### config.mk
export PLATFORM = sky130hd
export DESIGN_NAME = pito_uart_tx_arbiter
export DESIGN_NICKNAME = d
export VERILOG_FILES = /design/src/rtl/pito_pkg.sv /design/src/rtl/pito_uart_hart_fifo.sv /design/src/rtl/pito_uart_tx_arbiter.sv
export SDC_FILE = /design/constraint.sdc
export NUM_CORES = 1
export LEC_CHECK = 0
export ABC_AREA = 1
export BUFFER_PORTS_ARGS = -buffer_cell sky130_fd_sc_hd__buf_2
export CAP_MARGIN = 20
export CORE_ASPECT_RATIO = 1.2
export CORE_UTILIZATION = 45
export CTS_CLUSTER_SIZE = 40
export DETAILED_ROUTE_END_ITERATION = 10
export PLACE_DENSITY = 0.69
export SYNTH_ARGS = -nofsm -noshare
export SYNTH_HDL_FRONTEND = slang
export SYNTH_HIERARCHICAL = 1
export SYNTH_SLANG_ARGS = --single-unit
### constraint.sdc
create_clock -name clk -period 6.4 [get_ports clk]
set_clock_uncertainty 0.1 [all_clocks]
set_input_delay 0.96 -clock clk [delete_from_list [all_inputs] [get_ports clk]]
set_output_delay 0.96 -clock clk [all_outputs]
set_load 0.03 [all_outputs]
### src/rtl/pito_pkg.sv
// pito_pkg: shared types and constants for the pito UART transmit path
package pito_pkg;
  localparam int PITO_NUM_HARTS = 8;
  localparam logic [31:0] PITO_UART_TX_ADDR = 32'h8000_0000;
  localparam logic [7:0] PITO_UART_EOL = 8'h0A;
  typedef enum logic [1:0] {IDLE, ISSUE, WAIT_BUSY, WAIT_DONE} uart_arb_state_e;
  typedef logic [$clog2(PITO_NUM_HARTS)-1:0] pito_hart_id_t;
endpackage

### src/rtl/pito_uart_hart_fifo.sv
// pito_uart_hart_fifo: single-clock DEPTH x 8 byte FIFO for one hart
// Ports: i_push/i_data write (ignored when full), i_pop read (ignored when empty),
//        o_data shows the head byte, o_full/o_empty status.
module pito_uart_hart_fifo #(
  parameter int DEPTH = 4
) (
  input  logic       clk,
  input  logic       rst,
  input  logic       i_push,
  input  logic [7:0] i_data,
  input  logic       i_pop,
  output logic [7:0] o_data,
  output logic       o_full,
  output logic       o_empty
);
  localparam int AW = $clog2(DEPTH);
  logic [7:0] r_mem [DEPTH];
  logic [AW:0] r_wp, r_rp;
  logic w_wr, w_rd;
  // The extra top pointer bit tells a full FIFO apart from an empty one.
  assign o_empty = r_wp == r_rp;
  assign o_full  = (r_wp[AW] != r_rp[AW]) && (r_wp[AW-1:0] == r_rp[AW-1:0]);
  assign w_wr    = i_push && !o_full;
  assign w_rd    = i_pop && !o_empty;
  assign o_data  = r_mem[r_rp[AW-1:0]];
  always_ff @(posedge clk or posedge rst)
    if (rst) begin
      r_wp <= '0;
      r_rp <= '0;
    end else begin
      r_wp <= r_wp + (AW+1)'(w_wr);
      r_rp <= r_rp + (AW+1)'(w_rd);
    end
  always_ff @(posedge clk)
    if (w_wr) r_mem[r_wp[AW-1:0]] <= i_data;
endmodule

### src/rtl/pito_uart_tx_arbiter.sv
// pito_uart_tx_arbiter: round-robin sharing of one pito_uart transmitter among the harts
// Ports: wr_valid/wr_hart/wr_data/wr_ready hart store capture; uart_busy/uart_wr/uart_tx_data
//        UART handshake; fifo_full, overflow/overflow_clr status; active_valid/active_hart in-flight byte.
// Option: PITO_UART_ARB_LINE_EN keeps a hart granted until it sends a newline.
module pito_uart_tx_arbiter
  import pito_pkg::*;
#(
  parameter int NUM_HARTS    = 8,
  parameter int FIFO_DEPTH   = 4,
  parameter int BUSY_TIMEOUT = 4
) (
  input  logic                         clk,
  input  logic                         rst,
  input  logic                         wr_valid,
  input  logic [$clog2(NUM_HARTS)-1:0] wr_hart,
  input  logic [7:0]                   wr_data,
  output logic                         wr_ready,
  input  logic                         uart_busy,
  output logic                         uart_wr,
  output logic [7:0]                   uart_tx_data,
  output logic [NUM_HARTS-1:0]         fifo_full,
  output logic [NUM_HARTS-1:0]         overflow,
  input  logic [NUM_HARTS-1:0]         overflow_clr,
  output logic                         active_valid,
  output logic [$clog2(NUM_HARTS)-1:0] active_hart
);
  localparam int HW = $clog2(NUM_HARTS);
  localparam int TW = $clog2(BUSY_TIMEOUT) + 1;
  uart_arb_state_e r_state;
  logic [HW-1:0] r_rr, r_active_hart, w_sel, w_gnt_hart;
  logic [TW-1:0] r_to;
  logic [NUM_HARTS-1:0] w_full, w_empty, w_push, w_pop, r_ovf;
  logic [7:0] w_head [NUM_HARTS];
  logic [7:0] r_tx;
  logic r_wr, r_active, w_any, w_grant;
  for (genvar g = 0; g < NUM_HARTS; g++) begin : g_fifo
    assign w_push[g] = wr_valid && wr_hart == HW'(g);
    pito_uart_hart_fifo #(.DEPTH(FIFO_DEPTH)) u_fifo (
      .clk(clk), .rst(rst), .i_push(w_push[g]), .i_data(wr_data), .i_pop(w_pop[g]),
      .o_data(w_head[g]), .o_full(w_full[g]), .o_empty(w_empty[g]));
  end
  // Scanning from the far end down lets the hart nearest after the RR pointer win.
  always_comb begin
    int j;
    j = 0;
    w_sel = r_rr;
    w_any = 1'b0;
    for (int i = NUM_HARTS; i >= 1; i--) begin
      j = (int'(r_rr) + i) % NUM_HARTS;
      if (!w_empty[HW'(j)]) begin
        w_sel = HW'(j);
        w_any = 1'b1;
      end
    end
  end
`ifdef PITO_UART_ARB_LINE_EN
  logic r_lock;
  logic [4:0] r_lock_cnt;
  assign w_grant    = !uart_busy && (r_lock ? !w_empty[r_active_hart] : w_any);
  assign w_gnt_hart = r_lock ? r_active_hart : w_sel;
`else
  assign w_grant    = !uart_busy && w_any;
  assign w_gnt_hart = w_sel;
`endif
  assign w_pop        = (r_state == IDLE && w_grant) ? NUM_HARTS'(1) << w_gnt_hart : '0;
  assign wr_ready     = !w_full[wr_hart];
  assign fifo_full    = w_full;
  assign overflow     = r_ovf;
  assign uart_wr      = r_wr;
  assign uart_tx_data = r_tx;
  assign active_valid = r_active;
  assign active_hart  = r_active_hart;
  // A drop on the same edge as a clear leaves the flag set.
  always_ff @(posedge clk or posedge rst)
    if (rst) r_ovf <= '0;
    else r_ovf <= (r_ovf & ~overflow_clr) | ((wr_valid && !wr_ready) ? NUM_HARTS'(1) << wr_hart : '0);
  always_ff @(posedge clk or posedge rst)
    if (rst) begin
      r_state       <= IDLE;
      r_rr          <= HW'(NUM_HARTS - 1);
      r_active_hart <= '0;
      r_active      <= 1'b0;
      r_wr          <= 1'b0;
      r_tx          <= '0;
      r_to          <= '0;
`ifdef PITO_UART_ARB_LINE_EN
      r_lock        <= 1'b0;
      r_lock_cnt    <= '0;
`endif
    end else begin
      r_wr <= 1'b0;
      case (r_state)
        IDLE: begin
          if (w_grant) begin
            r_tx          <= w_head[w_gnt_hart];
            r_active_hart <= w_gnt_hart;
            r_active      <= 1'b1;
            r_wr          <= 1'b1;
            r_state       <= ISSUE;
`ifdef PITO_UART_ARB_LINE_EN
            if (!r_lock) r_rr <= w_gnt_hart;
            r_lock     <= w_head[w_gnt_hart] != PITO_UART_EOL;
            r_lock_cnt <= '0;
          end else if (r_lock && w_empty[r_active_hart]) begin
            // An owner that goes quiet mid-line gives up the UART after 16 idle cycles.
            r_lock_cnt <= r_lock_cnt + 5'd1;
            if (r_lock_cnt == 5'd15) r_lock <= 1'b0;
`else
            r_rr <= w_gnt_hart;
`endif
          end
        end
        ISSUE: begin
          r_state <= WAIT_BUSY;
          r_to    <= '0;
        end
        WAIT_BUSY:
          if (uart_busy) r_state <= WAIT_DONE;
          else if (r_to == TW'(BUSY_TIMEOUT - 1)) begin
            r_state  <= IDLE;
            r_active <= 1'b0;
          end else r_to <= r_to + 1'b1;
        WAIT_DONE:
          if (!uart_busy) begin
            r_state  <= IDLE;
            r_active <= 1'b0;
          end
        default: r_state <= IDLE;
      endcase
    end
endmodule

==> Yosys cells after proc, flatten, opt, wreduce, memory -nomap -nowiden <==
Memories as Yosys holds them, arrays and structs flattened.
Index checks and enable logic that the tools add are counted.
{ "word_totals": {"input_bits": 23, "out_inout_bits": 30, "regBits": 77, "ramBits": 256, "n_memories": 8, "word_cells": 253} }
{ "classes": {"bitwise": 4, "shifts": 2, "eq_ne": 41, "order_cmp": 10, "n_reduce_logical": 61, "n_addsub": 25, "n_mux": 78} }
{ "mem_list": {"columns": ["name", "depth", "width", "read_ports", "rd_ports_with_merged_regs", "wr", "line", "source"], "rows": [
  ["g_fifo[0].u_fifo.r_mem", 4, 8, 1, 0, 1, "pito_uart_hart_fifo.sv:17", "logic [7:0] r_mem [DEPTH];"],
  ["g_fifo[1].u_fifo.r_mem", 4, 8, 1, 0, 1, "pito_uart_hart_fifo.sv:17", null],
  ["g_fifo[2].u_fifo.r_mem", 4, 8, 1, 0, 1, "pito_uart_hart_fifo.sv:17", null],
  ["g_fifo[3].u_fifo.r_mem", 4, 8, 1, 0, 1, "pito_uart_hart_fifo.sv:17", null],
  ["g_fifo[4].u_fifo.r_mem", 4, 8, 1, 0, 1, "pito_uart_hart_fifo.sv:17", null],
  ["g_fifo[5].u_fifo.r_mem", 4, 8, 1, 0, 1, "pito_uart_hart_fifo.sv:17", null],
  ["2 more memories", null, null, null, null, null, null, null]
]} }
{ "ops": {"columns": ["operator", "n"], "rows": [
  ["3-bit by 1-bit adder with 3-bit output", 16],
  ["1-bit 2-to-1 mux", 47],
  ["3-bit by 5-bit less-than comparator with 1-bit output, second input constant", 8],
  ["1-bit logical AND", 35],
  ["8-bit 2-to-1 mux", 4],
  ["3-bit 2-to-1 mux", 10],
  ["1-bit binary-select mux with 3-bit select", 9],
  ["8-bit binary-select mux with 3-bit select", 1],
  ["3-bit equality test", 8],
  ["1-bit zero test", 18],
  ["2-bit equality test", 8],
  ["1-bit by 3-bit << shifter with 8-bit output, first input constant", 2],
  ["3-bit adder, second input constant", 4],
  ["3-bit equality test, second input constant", 4],
  ["2-bit inequality test, second input constant", 5],
  ["3-bit by 1-bit adder with 3-bit output, second input constant", 3],
  ["3-bit by 2-bit equality test with 1-bit output, second input constant", 3],
  ["8-bit AND", 1],
  ["2-bit 2-to-1 mux", 4],
  ["1-bit inequality test", 8],
  ["8-bit NOT", 1],
  ["8-bit OR", 1],
  ["2-bit case mux with 4 select lines", 1],
  ["3-bit by 2-bit adder with 3-bit output, second input constant", 2],
  ["other kinds (16)", 18]
]} }

==> Longest topological paths before layout <==
{ "logic_depth": {"depth_word": 17, "depth_mapped": 27, "mapped_depth_nobuf": 25} }

==> Hierarchy <==
Netlist, hierarchy kept.
{ "modules_own_cells": {"columns": ["module", "area_per_inst_um2", "seq_area_each_um2", "cells_per_inst", "instances"], "rows": [
  ["pito_uart_hart_fifo (g_fifo[0].u_fifo ...)", 1555.2, 1111.1, 118, 7],
  ["pito_uart_tx_arbiter", 2735.1, 729.4, 457, 1],
  ["pito_uart_hart_fifo (g_fifo[6].u_fifo)", 1576.5, 1111.1, 118, 1]
]} }

==> Least setup slack after synthesis <==
Ideal clock, no wire load.
{ "synth_path": {"path_kind": "reg-to-reg", "startpoint": "register r_rr[0]", "endpoint": "register g_fifo[7].u_fifo.r_rp[2]", "n_path_buf": 3, "slack_ps": 3165, "arrival_time_ps": 3012, "t_required_ps": 6177, "stages_incl_launch_ff": 25, "setup_time_ps": 123, "synth_period_minus_slack_ps": 3235, "cell_sequence": "dfstp_2 -> buf_6 -> inv_2 -> buf_6 -> ha_1 -> inv_1 -> nand3_1 -> nand2_1 -> nand2_2 -> nand3_1 -> nand3_1 -> nand2_1 -> nand2_2 -> nand2_2 -> nand2_4 -> nand2_4 -> buf_6 -> inv_2 -> nand2_1 -> nor2_1 -> nand2_1 -> inv_1 -> ha_1 -> ha_1 -> xor2_1"} }
{ "synth_via": {"elab_chain_cells": 17, "elab_cells_between_ends": 54, "cone_classes": "add/sub (9); shift (1); mux (41); reduce/logical (3)"} }
{ "synth_lines": {"columns": ["element", "line", "source"], "rows": [
  ["start: declaration", "pito_uart_tx_arbiter.sv:30", "logic [HW-1:0] r_rr, r_active_hart, w_sel, w_gnt_hart;"],
  ["start signal: assignment", "pito_uart_tx_arbiter.sv:80", "r_rr <= HW'(NUM_HARTS - 1);"],
  ["start signal: assignment", "pito_uart_tx_arbiter.sv:109", "r_rr <= w_gnt_hart;"],
  ["3-bit by 1-bit adder with 3-bit output", "pito_uart_tx_arbiter.sv:49", "j = (int'(r_rr) + i) % NUM_HARTS;"],
  ["1-bit binary-select mux with 3-bit select", "pito_uart_tx_arbiter.sv:50", "if (!w_empty[HW'(j)]) begin"],
  ["1-bit 2-to-1 mux (implied by the code) (2 in series)", "pito_uart_tx_arbiter.sv:50", null],
  ["1-bit 2-to-1 mux (8 in series)", "pito_uart_tx_arbiter.sv:50", null],
  ["1-bit logical AND", "pito_uart_tx_arbiter.sv:62", "assign w_grant = !uart_busy && w_any;"],
  ["1-bit logical AND", "pito_uart_tx_arbiter.sv:65", "assign w_pop = (r_state == IDLE && w_grant) ? NUM_HARTS'(1) << w_gnt_hart : '0;"],
  ["8-bit 2-to-1 mux (*)", "pito_uart_tx_arbiter.sv:65", null],
  ["named net w_pop[7]", "pito_uart_tx_arbiter.sv:32", "logic [NUM_HARTS-1:0] w_full, w_empty, w_push, w_pop, r_ovf;"],
  ["1-bit logical AND (*)", "pito_uart_hart_fifo.sv:24", "assign w_rd = i_pop && !o_empty;"],
  ["3-bit by 1-bit adder with 3-bit output (*)", "pito_uart_hart_fifo.sv:32", "r_rp <= r_rp + (AW+1)'(w_rd);"],
  ["end signal: assignment", "pito_uart_hart_fifo.sv:32", null],
  ["end: declaration", "pito_uart_hart_fifo.sv:18", "logic [AW:0] r_wp, r_rp;"]
]} }
Mark *: on every way through the listed nets, which the timed path passes. The rest lies on a longest branch. The select of a mux whose other input is x is not followed.
A chain may end at the register's enable or synchronous reset.

==> Worst setup path after layout <==
Same ends and word-level chain as after synthesis.

==> key figures <==
Floorplanning
  – Core area: 33200 sq um
  – Die width: 170 um
  – IO Count: 53
  – Rows: 73
  – Die area: 34500 sq um
  – Chip height: 203 um
  – Initial core utilization: 45.8%

Pwr
  – Clock power frac: between 20% and 30%
  – Power Internal: 5110 uW
  – Max VDD drop: 401 uV
  – Leak Pwr: 0.00699 uW
  – Sequential Power Share: 32.6%
  – Logic gate share of total power: 44.7%
  – Sw frac: 44.5%
  – Switch Pwr: 4090 uW
  – Power Density: around 550 nW/um^2

Critical path
  – WP data arrival: 4.63 ns
  – Critical path type: reg -> reg
  – Critical Path Sink Type: register
  – Startpoint types: register
  – Crit Path Max Fanout: 19
  – Worst Path Required: ~6.7 ns

Global route
  – Overflow after GRT: 0
  – First-pass GRT wire length: 55.5 mm
  – Total GRT Usage: a little over a fifth
  – Initial antenna violation count: 0
  – Largest net degree at the start of global routing: 36
  – Vias in the first global route: 10036

STA
  – Relative slew slack: 43.7%
  – Min Tclk post-route: between 4 and 5 ns
  – Setup WS post-layout: ~2.1 ns
  – Setup TNS Final: 0 ns
  – Max Slew Vio Count: 0
  – Final hold viol count: 0
  – RSZ-0062 raised after global routing: no
  – Least-Margin Pin Slew: between 0.8 and 0.9 ns
  – Max Freq: 233 MHz
  – Crit share post-route: about two thirds
  – Number of setup violations in the final report: 0

Yosys
  – YS warnings: 6
  – Synth area leaders: edfxtp_1 51%, dfrtp_1 12%, nand2_1 7.4%, o21ai_0 4.5%, nor2_1 4.2%
  – Post-Syn Instances: about 1400
  – Syn Std Cell Area: about 15000 sq um
  – Seq/Total Area, Yosys: 63.3%
  – Post-synth cell types: 38
  – Syn_nets: 1460
  – Count of state elements after synthesis: 333
  – Dominant cell type by area after synthesis: edfxtp_1
  – Top cell type's share of synthesized area: between 50% and 60%
  – Syn_area_per_cell: 10.8 sq um

Clock tree
  – Post-cts repair resize count: 0
  – H-tree levels: 2
  – Clk root buf: clkbuf_16
  – TritonCTS clock tree: done
  – Number of buffers created by CTS: 35
  – CTS sink cnt: 333
  – Reg clk slew, reported paths: around 0.07 ns
  – Maximum buffer depth of the clock tree: 3
  – Post-CTS Setup Inserts: 0
  – Worst-Skew Late Latency: between 0.5 and 0.6 ns
  – Post-CTS Hold Buffers: 0

Final layout
  – Area Overhead vs Synth: 10.2%
  – Fillers: 2905
  – Commonest cells after routing, fill and taps aside: 298 x nand2_1, 256 x edfxtp_1, 172 x nor2_1
  – ANT cells: 0
  – Finished Cell Area: roughly 17000 sq um
  – Layout cells sized above 1: 13.1%
  – Leading cell type in the layout, fill and taps excluded: nand2_1
  – Fin nets: 1502

Drt
  – Remaining antenna violation count: 0
  – DRT Pass-1 Iters: 6
  – DR iter-0 viols: ~960
  – DR vias/cell: between 5 and 6
  – Via count: 10237
  – DRC viols: 0
  – Routed len/inst: 18.5 um
  – Routed WL: 35.6 mm

Place
  – PortBufs: between 50 and 60
  – Routability cong.: 0.961
  – HPWL Detailed: 24.2 mm
  – Dpl cell area: 15600 sq um
  – Placement Setup Slack: around 2.2 ns

Hold path
  – Min-Delay Path Class: reg -> reg

Run
  – Max-Cap Viols: 0

Status
  – Run status: finished, final reports clean
[logic make-up (layout without fill, tap and decap cells)]
family / Yosys count / in the layout / synth area share (%)
AO/OA/AOI/OAI: 224 / 224 / 8.22
AND/OR/NAND/NOR: 602 / 602 / 17.0
flip-flops: 333 / 333 / 63.3
XOR/XNOR: 26 / 26 / 1.89
adder cells (fa/ha/maj): 36 / 36 / 2.96
buffers and inverters: 180 / 247 / 6.59
[stage by stage]
stage / total power [uW] / utilization (%) / hold WS, ns / instances
finish: 9200 / 50.5 / 0.368 / 1918
global route: 9880 / 50.5 / 0.396 / 1918
CTS: 9210 / 50.5 / 0.370 / 1918
detailed placement: 7090 / 46.9 / 0.355 / 1856
global placement: 7020 / 46.9 / 0.359 / 1856
floorplan: 6340 / - / 0.353 / 1401
[Yosys cell counts, drive strengths merged]
library cell	n
a21oi	5
a22oi	4
buf	47
clkbuf	1
clkinv	1
dfrtp	74
dfstp	3
edfxtp	256
ha	36
inv	131
nand2	329
nand3	77
nand3b	8
nand4	1
nor2	177
nor3	9
nor4	1
o211ai	1
o21a	1
o21ai	141
o22ai	67
o32ai	5
xnor2	9
xor2	17
[area by class of cell]
cell class                      instances  area, sq um  area share [%]
Sequential cell                       333         9620            57.4
Multi-Input combinational cell        888         4580            27.3
Clock buffer                           47          941            5.62
Tap cell                              450          563            3.36
Inverter                              132          538            3.21
Timing Repair Buffer                   53          268            1.60
Clock inverter                         15          236            1.41
[worst paths after layout]
| kind | from | end | slack (ns) | depth (start not counted) |
|---|---|---|---|---|
| setup / recovery | r_rr[0] | g_fifo[7].u_fifo/r_rp[2] | 2.10 | 18 |
| hold / removal | active_valid | active_valid | 0.37 | 2 |
| setup reg to reg | r_rr[0] | g_fifo[7].u_fifo/r_rp[2] | 2.10 | 18 |
| hold reg to reg | active_valid | active_valid | 0.37 | 2 |
| max in group asynchronous | rst | r_rr[2] | 5.18 | 3 |
| min in group asynchronous | rst | g_fifo[4].u_fifo/r_wp[2] | 0.46 | 2 |
[worst max-delay path, cell delays in order (launching register included)]
cell	delay [ns]
dfstp_2	0.68
inv_2	0.19
ha_1	0.44
inv_1	0.24
nand3_1	0.11
nand2_1	0.12
nand2_1	0.08
nand2_1	0.14
inv_2	0.09
nand4_1	0.14
nand3_2	0.43
inv_2	0.30
nand2_1	0.28
nor2_1	0.27
nand2_1	0.08
inv_1	0.07
ha_1	0.14
ha_1	0.15
xor2_1	0.14
[layer usage]
metal | track usage, % | routed length (um) | vias to the layer above
li1 | - | - | 4868
met1 | 26.9 | 15000 | 5028
met2 | 36.7 | 18100 | 282
met3 | 2.93 | 1540 | 59
met4 | 6.89 | 939 | 0
met5 | 0 | 0 | -
[state kept, by name, indices dropped and copies added (netlist names)]
| name | flops |
|---|---|
| r_rr | 3 |
| r_to | 3 |
| uart_tx_data | 8 |
| uart_wr | 1 |
| g_fifo.u_fifo/r_mem | 256 |
| r_state | 2 |
| active_hart | 3 |
| g_fifo.u_fifo/r_wp | 24 |
| g_fifo.u_fifo/r_rp | 24 |
| overflow | 8 |
| active_valid | 1 |
[power by group through the flow]
stage	sequential [uW]	combinational, uW	clock (uW)
global placement	3020	4000	0
global route	3040	4630	2210
finish	3000	4110	2090
CTS	2990	4090	2120
detailed placement	3030	4060	0
floorplan	2870	3470	0
(Power assumes the default switching activity.)
